### src/rtl/vga_timing_gen.sv
// vga_timing_gen
//   Parametrised VGA raster timing generator. A prescaler divides the system
//   clock down to the pixel rate. On each pixel tick the generator advances the
//   (x, y) raster position and produces the sync, display-enable and strobe
//   outputs for the pixel now shown on x/y.
//
// Ports
//   clk         system clock; all state updates on the falling edge
//   rst         asynchronous reset, active low
//   en          run enable; when low, all counters and levels freeze
//   hs, vs      horizontal / vertical sync, active level HS_POL / VS_POL
//   de          display enable, high inside the visible area
//   x, y        current pixel column / line
//   pix_tick    one-clk strobe after each pixel advance
//   line_start  one-clk strobe when the raster enters x=0
//   frame_start one-clk strobe when the raster enters (0,0)
module vga_timing_gen #(
  parameter int unsigned H_ACTIVE = 640,
  parameter int unsigned H_FP     = 16,
  parameter int unsigned H_SYNC   = 96,
  parameter int unsigned H_BP     = 48,
  parameter int unsigned V_ACTIVE = 480,
  parameter int unsigned V_FP     = 10,
  parameter int unsigned V_SYNC   = 2,
  parameter int unsigned V_BP     = 33,
  parameter logic        HS_POL   = 1'b0,
  parameter logic        VS_POL   = 1'b0,
  parameter int unsigned CLK_DIV  = 2,
  parameter int unsigned CW       = 11
) (
  input  logic          clk,
  input  logic          rst,
  input  logic          en,
  output logic          hs,
  output logic          vs,
  output logic          de,
  output logic [CW-1:0] x,
  output logic [CW-1:0] y,
  output logic          pix_tick,
  output logic          frame_start,
  output logic          line_start
);

  localparam int unsigned H_TOTAL = H_ACTIVE + H_FP + H_SYNC + H_BP;
  localparam int unsigned V_TOTAL = V_ACTIVE + V_FP + V_SYNC + V_BP;
  localparam int unsigned DW      = (CLK_DIV > 1) ? $clog2(CLK_DIV) : 1;

  localparam logic [DW-1:0] DIV_LAST = DW'(CLK_DIV - 1);
  localparam logic [CW-1:0] H_LAST   = CW'(H_TOTAL - 1);
  localparam logic [CW-1:0] V_LAST   = CW'(V_TOTAL - 1);
  localparam logic [CW-1:0] H_ACT    = CW'(H_ACTIVE);
  localparam logic [CW-1:0] V_ACT    = CW'(V_ACTIVE);
  // Inclusive sync bounds so a zero back porch cannot overflow CW bits.
  localparam logic [CW-1:0] HS_FIRST = CW'(H_ACTIVE + H_FP);
  localparam logic [CW-1:0] HS_LAST  = CW'(H_ACTIVE + H_FP + H_SYNC - 1);
  localparam logic [CW-1:0] VS_FIRST = CW'(V_ACTIVE + V_FP);
  localparam logic [CW-1:0] VS_LAST  = CW'(V_ACTIVE + V_FP + V_SYNC - 1);

  logic [DW-1:0] div_q, div_d;
  logic [CW-1:0] x_q, x_d;
  logic [CW-1:0] y_q, y_d;
  logic          hs_q, hs_d;
  logic          vs_q, vs_d;
  logic          de_q, de_d;
  logic          pt_q, ls_q, fs_q;
  logic          tick;

  assign tick = en && (div_q == DIV_LAST);

  always_comb begin
    div_d = div_q;
    x_d   = x_q;
    y_d   = y_q;
    if (en) begin
      div_d = tick ? '0 : div_q + DW'(1);
    end
    if (tick) begin
      x_d = (x_q == H_LAST) ? '0 : x_q + CW'(1);
      if (x_q == H_LAST) begin
        y_d = (y_q == V_LAST) ? '0 : y_q + CW'(1);
      end
    end
  end

  // Levels are derived from the next position so they register together
  // with x/y and always describe the pixel currently presented.
  always_comb begin
    hs_d = ((x_d >= HS_FIRST) && (x_d <= HS_LAST)) ? HS_POL : ~HS_POL;
    vs_d = ((y_d >= VS_FIRST) && (y_d <= VS_LAST)) ? VS_POL : ~VS_POL;
    de_d = (x_d < H_ACT) && (y_d < V_ACT);
  end

  always_ff @(negedge clk or negedge rst) begin
    if (!rst) begin
      div_q <= '0;
      x_q   <= H_LAST;
      y_q   <= V_LAST;
      hs_q  <= ~HS_POL;
      vs_q  <= ~VS_POL;
      de_q  <= 1'b0;
      pt_q  <= 1'b0;
      ls_q  <= 1'b0;
      fs_q  <= 1'b0;
    end else begin
      div_q <= div_d;
      x_q   <= x_d;
      y_q   <= y_d;
      hs_q  <= hs_d;
      vs_q  <= vs_d;
      de_q  <= de_d;
      pt_q  <= tick;
      ls_q  <= tick && (x_d == '0);
      fs_q  <= tick && (x_d == '0) && (y_d == '0);
    end
  end

  assign x           = x_q;
  assign y           = y_q;
  assign hs          = hs_q;
  assign vs          = vs_q;
  assign de          = de_q;
  assign pix_tick    = pt_q;
  assign line_start  = ls_q;
  assign frame_start = fs_q;

endmodule

### config.mk
export PLATFORM = sky130hd
export DESIGN_NAME = vga_timing_gen
export DESIGN_NICKNAME = d
export VERILOG_FILES = /design/src/rtl/vga_timing_gen.sv
export SDC_FILE = /design/constraint.sdc
export NUM_CORES = 1
export LEC_CHECK = 0
export CAP_MARGIN = 5
export CELL_PAD_IN_SITES_DETAIL_PLACEMENT = 1
export CELL_PAD_IN_SITES_GLOBAL_PLACEMENT = 2
export CORE_ASPECT_RATIO = 0.9
export CORE_MARGIN = 2
export CORE_UTILIZATION = 32
export CTS_CLUSTER_DIAMETER = 30
export DETAILED_ROUTE_END_ITERATION = 8
export GPL_TIMING_DRIVEN = 1
export PLACE_DENSITY_LB_ADDON = 0.1
export SLEW_MARGIN = 0
export SYNTH_ARGS = -nofsm -noshare
export SYNTH_HDL_FRONTEND = slang
export SYNTH_SLANG_ARGS = --single-unit
### constraint.sdc
create_clock -name clk -period 3 [get_ports clk]
set_clock_uncertainty 0.1 [all_clocks]
set_input_delay 0.9 -clock clk [delete_from_list [all_inputs] [get_ports clk]]
set_output_delay 0.9 -clock clk [all_outputs]
set_load 0.02 [all_outputs]
==> flow_summary_export.csv <==
group,metric,value,unit
pwr,power_density,446,nW/um^2
synth,synth.most_common_cell,"dfrtn_1",
timing,rsz0062_at_grt,"yes",
setup_path,cp.required,1550,ps
setup_path,worst_path_max_delay_cell,"nor4_2",
layout,num-nets-final,304,
layout,fill_cells,569,
global_routing,grt_use_total,21.6,%
synth,synthCells,171,
global_routing,grt_pass1_vias,1908,
place,hpwlAfterDp,4290,microns
timing,fin_ws,-908,ps
timing,slew_violations,0,
routing,avgRoutedWirePerCell,18.1,microns
synth,ys_ff_latch,29,
synth,synth_area,1680,sq um
synth,synthTopCellsByArea,"dfrtn_1 (25%), dfstp_2 (19%), xnor2_1 (5.2%)",
status,failed_checks,"setup timing",
synth,ys_seq_area_share,44.0,%
synth,ys_types,48,
routing,wl,6640,microns
layout,multi_input_area,1090,sq um
global_routing,antenna_found_initial,0,
synth,syn-num-nets,177,
place,dp_cells,321,
place,dpl-instance-area,2530,sq um
global_routing,grt_pass1_wl,9650,microns
pwr,power_frac_comb,33.8,%
setup_path,worst_setup_path_end_kind,"register",
setup_path,cp-start-kind,"input pin",
routing,drc,0,
layout,stdcell_count,366,
clocking,ctsRootBufferMaster,"clkbuf_8",
clocking,clockBufferDepth,2,
synth,syn_area_per_cell,9.85,sq um
setup_path,crit_fanout,6,
timing,setup_tns,-23670,ps
routing,dr.pass1.iters,4,
die,ios,31,
layout,final_area,3160,sq um
routing,drt_first_iter_violations,43,
pwr,p_clk_share,30.5,%
pwr,vdd.ir_drop.worst,0.000410,V
timing,final-hold-violation-count,0,
pwr,p_sw_share,34.5,%
synth,synthTopCellsByCount,"dfrtn_1 (17), inv_1 (14), dfstp_2 (12), nand2_1 (12)",
setup_path,critPathTopFamily,"simple AND/OR/NAND/NOR gates",
die,dieArea,5860,sq um
global_routing,gr-total-overflow,0,
hold_path,hp-class,"reg -> reg",
clocking,clk_latency,350,ps
pwr,switching_power,0.486,mW
setup_path,crit_path_cell_trace,"buf_8, and4_4, buf_6, buf_6, nand3_4, buf_12, nor2_4, xnor2_2, nor4_2, buf_4, nor3_2",
clocking,cts_sinks,29,
setup_path,path_class,"in -> reg",
pwr,finalPower,1.41,mW
synth,synth_top_area_cell,"dfrtn_1",
die,initial_core_util,32.6,%
layout,diodes,0,
setup_path,cp_slowest_stage_delay,350,ps
die,core-area,5160,sq um
timing,tightestPinTransition,496,ps
timing,slew-limit-headroom,66.5,%
timing,final-setup-viol-count,54,
synth,ys.flop_type,"dfrtn_1",
place,gp_congestion,0.920,
die,die_y,72.8,microns
layout,syn_to_final_growth,87.4,%
layout,seq_area,741,sq um
routing,vias,1865,
clocking,path_clk_slew,50,ps
setup_path,crit_arrival,2460,ps
clocking,hold_buffers,0,
pwr,intPower,0.922,mW
setup_path,critical_path_buf_inv_count,5,
routing,via_per_inst,5.10,
global_routing,grt_max_degree,25,
synth,synth_warnings,0,
pwr,leakage,1.55,nW
clocking,cts_tree,"done",
pwr,power_frac_seq,35.7,%
routing,drtAntennaViolNets,0,
die,placementRows,25,
place,portBuffers,30,
clocking,cts.htree.levels,2,
synth,synth_edf_count,0,
flow_run,drv_cap,0,
layout,layout-drive-gt1-share,59.5,%
synth,synth_top_area_share,25.3,%
setup_path,critPathMostFrequentCell,"buf_6",
clocking,cts_buffers,5,
status,status,"finished, violations left",
synth,ys_async_sr_fraction,100,%
die,die_w,80.5,microns
-- cell usage in the layout (no fill, tap or decap), types with 3 or more instances in the layout --
cell type	n
xnor2_2	4
o21ai_0	8
nand2_1	11
clkbuf_8	7
buf_4	68
xnor2_1	6
ha_1	3
and3_1	3
xor2_1	4
inv_1	23
nand3_1	7
nand4_1	7
dfstp_2	12
nor2_1	8
dfrtn_1	17
a21oi_1	4
buf_6	42
-- kinds of logic after synthesis --
logic type / count (synthesis) / share of synthesized area (%)
muxes: 4 / 2.45
AOI/OAI and AO/OA: 29 / 10.8
DFF: 29 / 44.0
xor gates and xnor gates: 16 / 8.32
buffers and inverters: 19 / 5.57
adders and majority gates: 3 / 2.23
and+or+nand+nor: 71 / 26.6
-- metrics by stage --
step,setup slack (ps),utilization (%),hold slack [ps]
floorplan,-1030,-,387
global placement,-1690,49.1,432
detailed placement,-1770,49.1,433
CTS,-890,57.5,443
global route,-973,61.2,459
finish,-908,61.2,449
-- flip-flops by register name, summed over array words and instances (netlist names) --
name / flops
line_start: 1
y: 11
div_q: 1
pix_tick: 1
x: 11
vs: 1
hs: 1
frame_start: 1
de: 1
-- area by class of cell --
class	count	share of cell area [%]
inverter	13	1.55
clock inverter	13	1.55
tap	67	2.66
sequential	29	23.5
clock buffer	7	3.05
multi-input combinational	123	34.5
timing repair buffer	114	33.2
-- timing repair --
| action | in CTS | in global routing |
|---|---|---|
| resized for setup | 209 | 20 |
| pin swaps | 15 | 11 |
| endpoints found under the setup margin | 57 | 54 |
| buffers inserted | 13 | 14 |
| hold endpoints to repair | 0 | 0 |
-- power by group through the flow --
stage,logic [mW],clock network [mW],registers (mW)
2_1_floorplan,0.135,0.0266,0.575
3_3_place_gp,0.402,0.0266,0.497
3_5_place_dp,0.414,0.0266,0.499
4_1_cts,0.451,0.432,0.502
5_1_grt,0.513,0.473,0.508
6_report,0.476,0.430,0.502
-- layer usage --
| layer | wire [microns] | GRT usage (%) | up-vias |
|---|---|---|---|
| met4 | 131 | 5.84 | 0 |
| met5 | 0 | 0 | - |
| met2 | 3420 | 37.5 | 55 |
| li1 | - | - | 865 |
| met1 | 2850 | 27.6 | 932 |
| met3 | 240 | 4.08 | 13 |
-- worst register-to-register path, cell delays in order (launching register included) --
cell and delay, ps:
dfstp_2 530, buf_4 150, ha_1 260, and4_4 260, buf_6 110, buf_6 100, nand3_4 130, buf_12 160
nor2_4 80, xnor2_2 100, nor4_2 350, buf_4 180, nor3_2 40
-- path summary, 6_finish.rpt --
kind,endpoint,slack [ps],startpoint,depth (start not counted)
max,de$_DFF_NN0_,-910,en,11
max reg2reg,de$_DFF_NN0_,270,x[0]$_DFF_NN1_,12
min reg2reg,div_q$_DFFE_NN0P_,450,div_q$_DFFE_NN0P_,1
min in group asynchronous,y[7]$_DFF_NN0_,2260,rst,2
min,div_q$_DFFE_NN0P_,450,div_q$_DFFE_NN0P_,1
max in group asynchronous,x[0]$_DFF_NN1_,240,rst,2
No activity file was read; power rests on OpenSTA's default activity.
==> variant 1, RTL diff (config.mk and constraints unchanged) <==
Change the parameter `CLK_DIV` from 2 to 1.
--- a/src/rtl/vga_timing_gen.sv
+++ b/src/rtl/vga_timing_gen.sv
@@ -27,3 +27,3 @@
   parameter logic        VS_POL   = 1'b0,
-  parameter int unsigned CLK_DIV  = 2,
+  parameter int unsigned CLK_DIV  = 1,
   parameter int unsigned CW       = 11
Behaviour: not the same (a bounded check fails within 4 cycles, from zero or initial values and one cycle with rst low).
==> variant 1 against the unedited design <==
The run still ends with setup timing left; synthesized area barely moved; routed wire length rose by 29%; final area rose by 13%; core utilization rose by 8.0 points; sequential share of layout area fell by 2.7 points; total power rose by 29%; sequential cell count did not move; clock power rose by 1%; count of clock-buffer cells in the layout rose by 1; cell count rose by 5.2%; worst setup slack got worse by 340 ps; global-route usage rose by 3.9 points; register-to-register slack got worse by 330 ps.
==> variant 1: results (changes against the unedited design) <==
Status: complete, but fails checks
Failing checks: setup timing
Worst R2R Setup Slack: -60 ps (-330 ps)
Post-synthesis adder-cell area fraction: 2.230% (about the same)
Rel. slew slack: 62.01% (-4.5 points)
Post-layout nets: 323 (+6.3%)
Setup slack after layout: -1253 ps (-344.3 ps)
Sum Neg Setup Slack: -31,090 ps (-7420 ps)
H-tree Lvls: 2 (unchanged)
WHS Endpoint: div_q$_DFFE_NN0P_
Maximum vdd drop: 0.5762 mV (+41%)
Ratio of cells with drive above 1 in the final layout: 67.30% (+7.8 points)
Area contributors post-synth: dfrtn_1 (25%), dfstp_2 (19%), xnor2_1 (4.2%), nand2_1 (3.6%), nand3_1 (3.0%)
CP max stage cell: or4_4
Reg2reg start: x[7]$_DFF_NN0_
Crit Path Max Fanout: 4 (-2)
Crit path DAT: 2940 ps (+480 ps)
Root buffer cell: clkbuf_8
Leakage: 1.660 nW (+6.9%)
Top cells by count, synth: dfrtn_1 (17), nand2_1 (16), inv_1 (13), dfstp_2 (12), nor2_1 (11)
Worst min path class: flip-flop to flip-flop
Syn Nets: 181 (+2.3%)
Post-synthesis sequential area ratio: 44.01% (about the same)
Vias in the first global route: 2,156 (+13%)
Largest net degree at the start of global routing: 26 (+4.0%)
Gpl congestion: 0.9131 (-0.75%)
Routed Antenna Nets: 0 (unchanged)
Synth Area in Compound Gates: 11.97% (+1.1 points)
GRT Total Usage: 25.43% (+3.9 points)
XOR/XNOR Fraction of Synth Area: 6.766% (-1.6 points)
Filler Cells Inserted: 544 (-4.4%)
Reg2reg path depth: 8 (-4)
Post-Place Setup Slack: -1752 ps (+13.45 ps)
Avg WL per Cell: 22.30 um (+23%)
Hold path cells: 1 (unchanged)
Final Setup Violations: 55 (+1.9%)
Proportion of synthesized area in mux cells: 1.190% (-1.3 points)
Vias/cell: 5.387 (+5.7%)
Post-DP HPWL: 4282 um (about the same)
Post-synth top flop: dfrtn_1
Initial DRC count: 85 (+98%)
First-pass GRT wire length: 11,140 um (+16%)
TritonCTS Buffers: 5 (unchanged)
RR Endpoint: frame_start$_DFF_NN0_
Critical Path Max Stage Delay: 470 ps (+120 ps)
Distinct cells, synth: 51 (+6.3%)
Clk_lat worst skew: 390 ps (+40 ps)
-- variant 1: changes by cell type in the layout (fill, tap and decap cells not counted), sizes merged, moves of 4 or more --
cell	unedited run	this run
buf	113	128
nand4	8	3
o21ai	11	6
and3	5	1
nand2	12	16
nor4	3	7
or4	1	5
-- variant 1: metal layers --
| metal | wire, um | vias to the layer above | track usage, % |
|---|---|---|---|
| met5 | 0 | - | 0 |
| met4 | 214 | 0 | 12.62 |
| met3 | 300 | 20 | 5.322 |
| met2 | 4505 | 61 | 41.94 |
| met1 | 3564 | 1075 | 31.74 |
| li1 | - | 918 | - |
-- variant 1: worst max path at each step --
stage	startpoint	to	slack (ps)	cells past startpoint
after floorplan	en	frame_start$_DFF_NN0_	-1180	7
after global placement	en	frame_start$_DFF_NN0_	-1660	7
after detailed placement	en	frame_start$_DFF_NN0_	-1750	7
after CTS	en	frame_start$_DFF_NN0_	-990	7
after global routing	en	frame_start$_DFF_NN0_	-1290	11
final	en	frame_start$_DFF_NN0_	-1250	11
-- variant 1: stage by stage --
stage | instance area (um2) | instances | hold WS (ps) | total power [mW] | utilization, %
2_1_floorplan | 1709 | 175 | 338.6 | 0.8569 | -
3_3_place_gp | 2542 | 327 | 372.3 | 1.185 | 49.26
3_5_place_dp | 2542 | 327 | 437.2 | 1.215 | 49.26
4_1_cts | 3168 | 367 | 432.5 | 1.720 | 61.38
5_1_grt | 3567 | 385 | 424.6 | 1.902 | 69.12
6_report | 3567 | 385 | 428.6 | 1.817 | 69.12
-- variant 1: cell type report --
| cell class | instances | area, um2 | area share (%) |
|---|---|---|---|
| Clock buffer | 8 | 90.09 | 2.525 |
| Multi-Input combinational cell | 128 | 1349 | 37.81 |
| Inverter | 12 | 47.55 | 1.333 |
| Tap cell | 67 | 83.83 | 2.350 |
| Clock inverter | 12 | 45.04 | 1.263 |
| Timing Repair Buffer | 129 | 1211 | 33.95 |
| Sequential cell | 29 | 740.7 | 20.76 |
-- variant 1: repair_timing --
action	CTS	global route
cloned	0	0
setup buffers	22	20
pin swaps	15	20
resized for setup	234	48
endpoints found under the setup margin	57	55
-- variant 1: kinds of logic (layout without fill, tap and decap cells) --
logic type / count (synthesis) / in the layout
xor gates and xnor gates: 13 / 13
DFF: 29 / 29
adders and majority gates: 3 / 3
AOI/OAI and AO/OA: 28 / 28
and+or+nand+nor: 82 / 82
muxes: 2 / 2
buffers and inverters: 18 / 161
-- variant 1: report_power, final --
| group | internal [mW] | leakage [nW] | switching [mW] | total, mW |
|---|---|---|---|---|
| clock network | 0.209 | 0.109 | 0.227 | 0.436 |
| registers | 0.481 | 0.343 | 0.0433 | 0.524 |
| logic | 0.417 | 1.21 | 0.441 | 0.857 |
| total | 1.11 | 1.66 | 0.711 | 1.82 |
==> variant 2, RTL diff (config.mk and constraints unchanged) <==
Made on the original files. Reset style: synchronous (`rst`), changed in one clocked block. Comments in the files are not updated.
--- a/src/rtl/vga_timing_gen.sv
+++ b/src/rtl/vga_timing_gen.sv
@@ -92,3 +92,3 @@
 
-  always_ff @(negedge clk or negedge rst) begin
+  always_ff @(negedge clk) begin
     if (!rst) begin
Behaviour: differs if rst is asserted again (counterexample within 4 cycles, from zero or initial values and one cycle with rst low); with rst held inactive, the same outputs for 10 cycles.
==> variant 2 against the unedited design <==
The flow still finishes with violations (setup timing); worst setup slack lost 240 ps; die area shrank 0.70%; sequential share of layout area shrank 5.8 points; global-route usage grew 9.5 points; routed wire length grew 59%; register-to-register slack lost 410 ps; first-iteration DRC count grew to 3.7 times the old value; total power grew 16%; sequential cell count is the same; synthesized area shrank 0.74%; final area grew 11%; largest power group is now clock.
==> variant 2: results (changes against the unedited design) <==
Filler Cells Inserted: 524 (-7.9%)
Post-layout nets: 357 (+17%)
Routing usage on met1: 37.54% (+10 points)
Crit path DAT: 2770 ps (+310 ps)
Initial DRC count: 158 (+270%)
CP endpoint: vs$_SDFF_NN1_
Setup slack after layout: -1144 ps (-236.0 ps)
Failing checks: setup timing
WHS Endpoint: pix_tick$_SDFF_NN0_
Status: complete, but fails checks
Avg WL per Cell: 25.39 um (+40%)
Met3 Track Usage GR: 9.204% (+5.1 points)
CP max stage cell: or4b_4
Post-DP HPWL: 4675 um (+9.1%)
Buffering overhead: 32.46% (-0.75 points)
XOR/XNOR Fraction of Synth Area: 7.859% (-0.46 points)
Leakage: 1.568 nW (+0.93%)
Largest net degree at the start of global routing: 13 (-48%)
Non-Clock Buffer Count: 122 (+7.0%)
Clock buf count: 5 (-2)
Area contributors post-synth: dfxtp_1 (35%), nand2_1 (4.9%), xnor2_1 (4.2%), nor2_1 (3.8%), xor2_1 (3.7%)
Crit Path Max Fanout: 3 (-3)
Rel. slew slack: 55.35% (-11 points)
Syn Nets: 208 (+18%)
Reg2reg path depth: 10 (-2)
Signal inverters: 6 (-7)
Final Setup Violations: 56 (+3.7%)
GRT Total Usage: 31.05% (+9.5 points)
Gpl congestion: 0.9353 (+1.7%)
Sw Share: 38.43% (+3.9 points)
Sum Neg Setup Slack: -22,940 ps (+734.8 ps)
Reg2reg start: y[1]$_SDFF_NN0_
Post-synthesis adder-cell area fraction: 2.246% (+0.017 points)
Post-synthesis sequential area ratio: 34.73% (-9.3 points)
Top cells by count, synth: dfxtp_1 (29), nand2_1 (22), nor2_1 (17), nand3_1 (11), o21ai_0 (10)
Vias/cell: 5.779 (+13%)
GR Layer Usage met2: 50.83% (+13 points)
Multi-input gate share of total cell area: 39.95% (+5.4 points)
Critical Path Max Stage Delay: 520 ps (+170 ps)
Async S/R FF share, synth: 0% (-100 points)
First-pass GRT wire length: 13,510 um (+40%)
Tapcell count: 65 (-3.0%)
Hold Startpoint: div_q$_SDFFE_NN0P_
Vias in the first global route: 2,613 (+37%)
Placed cell area: 2582 um2 (+1.9%)
Proportion of synthesized area in mux cells: 0% (-2.5 points)
Area Growth Syn to Fin: 108.9%
Distinct cells, synth: 50 (+4.2%)
[variant 2: cell types whose count changed after synthesis, moves of 3 or more]
cell and change:
o211ai_1 +4, nor2b_1 +8, dfxtp_1 +29, nor2_1 +7, mux2i_1 -3, nand2_1 +10
and2_1 +4, dfrtn_1 -17, buf_2 +3, inv_1 -7, dfstp_2 -12
[variant 2: metrics by stage]
stage | hold WS, ps | cells | setup WS, ps
global route | 552.4 | 417 | -1122
floorplan | 442.8 | 202 | -983.8
global placement | 477.9 | 351 | -1767
finish | 514.8 | 417 | -1144
CTS | 472.9 | 406 | -871.4
detailed placement | 472.8 | 351 | -1835
[variant 2: timing repair]
item / CTS / global route
cloned: 0 / 0
pin swaps: 30 / 22
endpoints found under the hold margin: 0 / 0
setup buffers: 23 / 19
resized for setup: 245 / 36
setup endpoints to repair: 57 / 55
[variant 2: per-layer routing]
layer	up-vias	part of all wire, %	wire length [um]
met5	-	0	0
met4	0	5.2	547
met3	50	6.2	660
met2	142	48	5034
met1	1194	41	4343
li1	1024	-	-
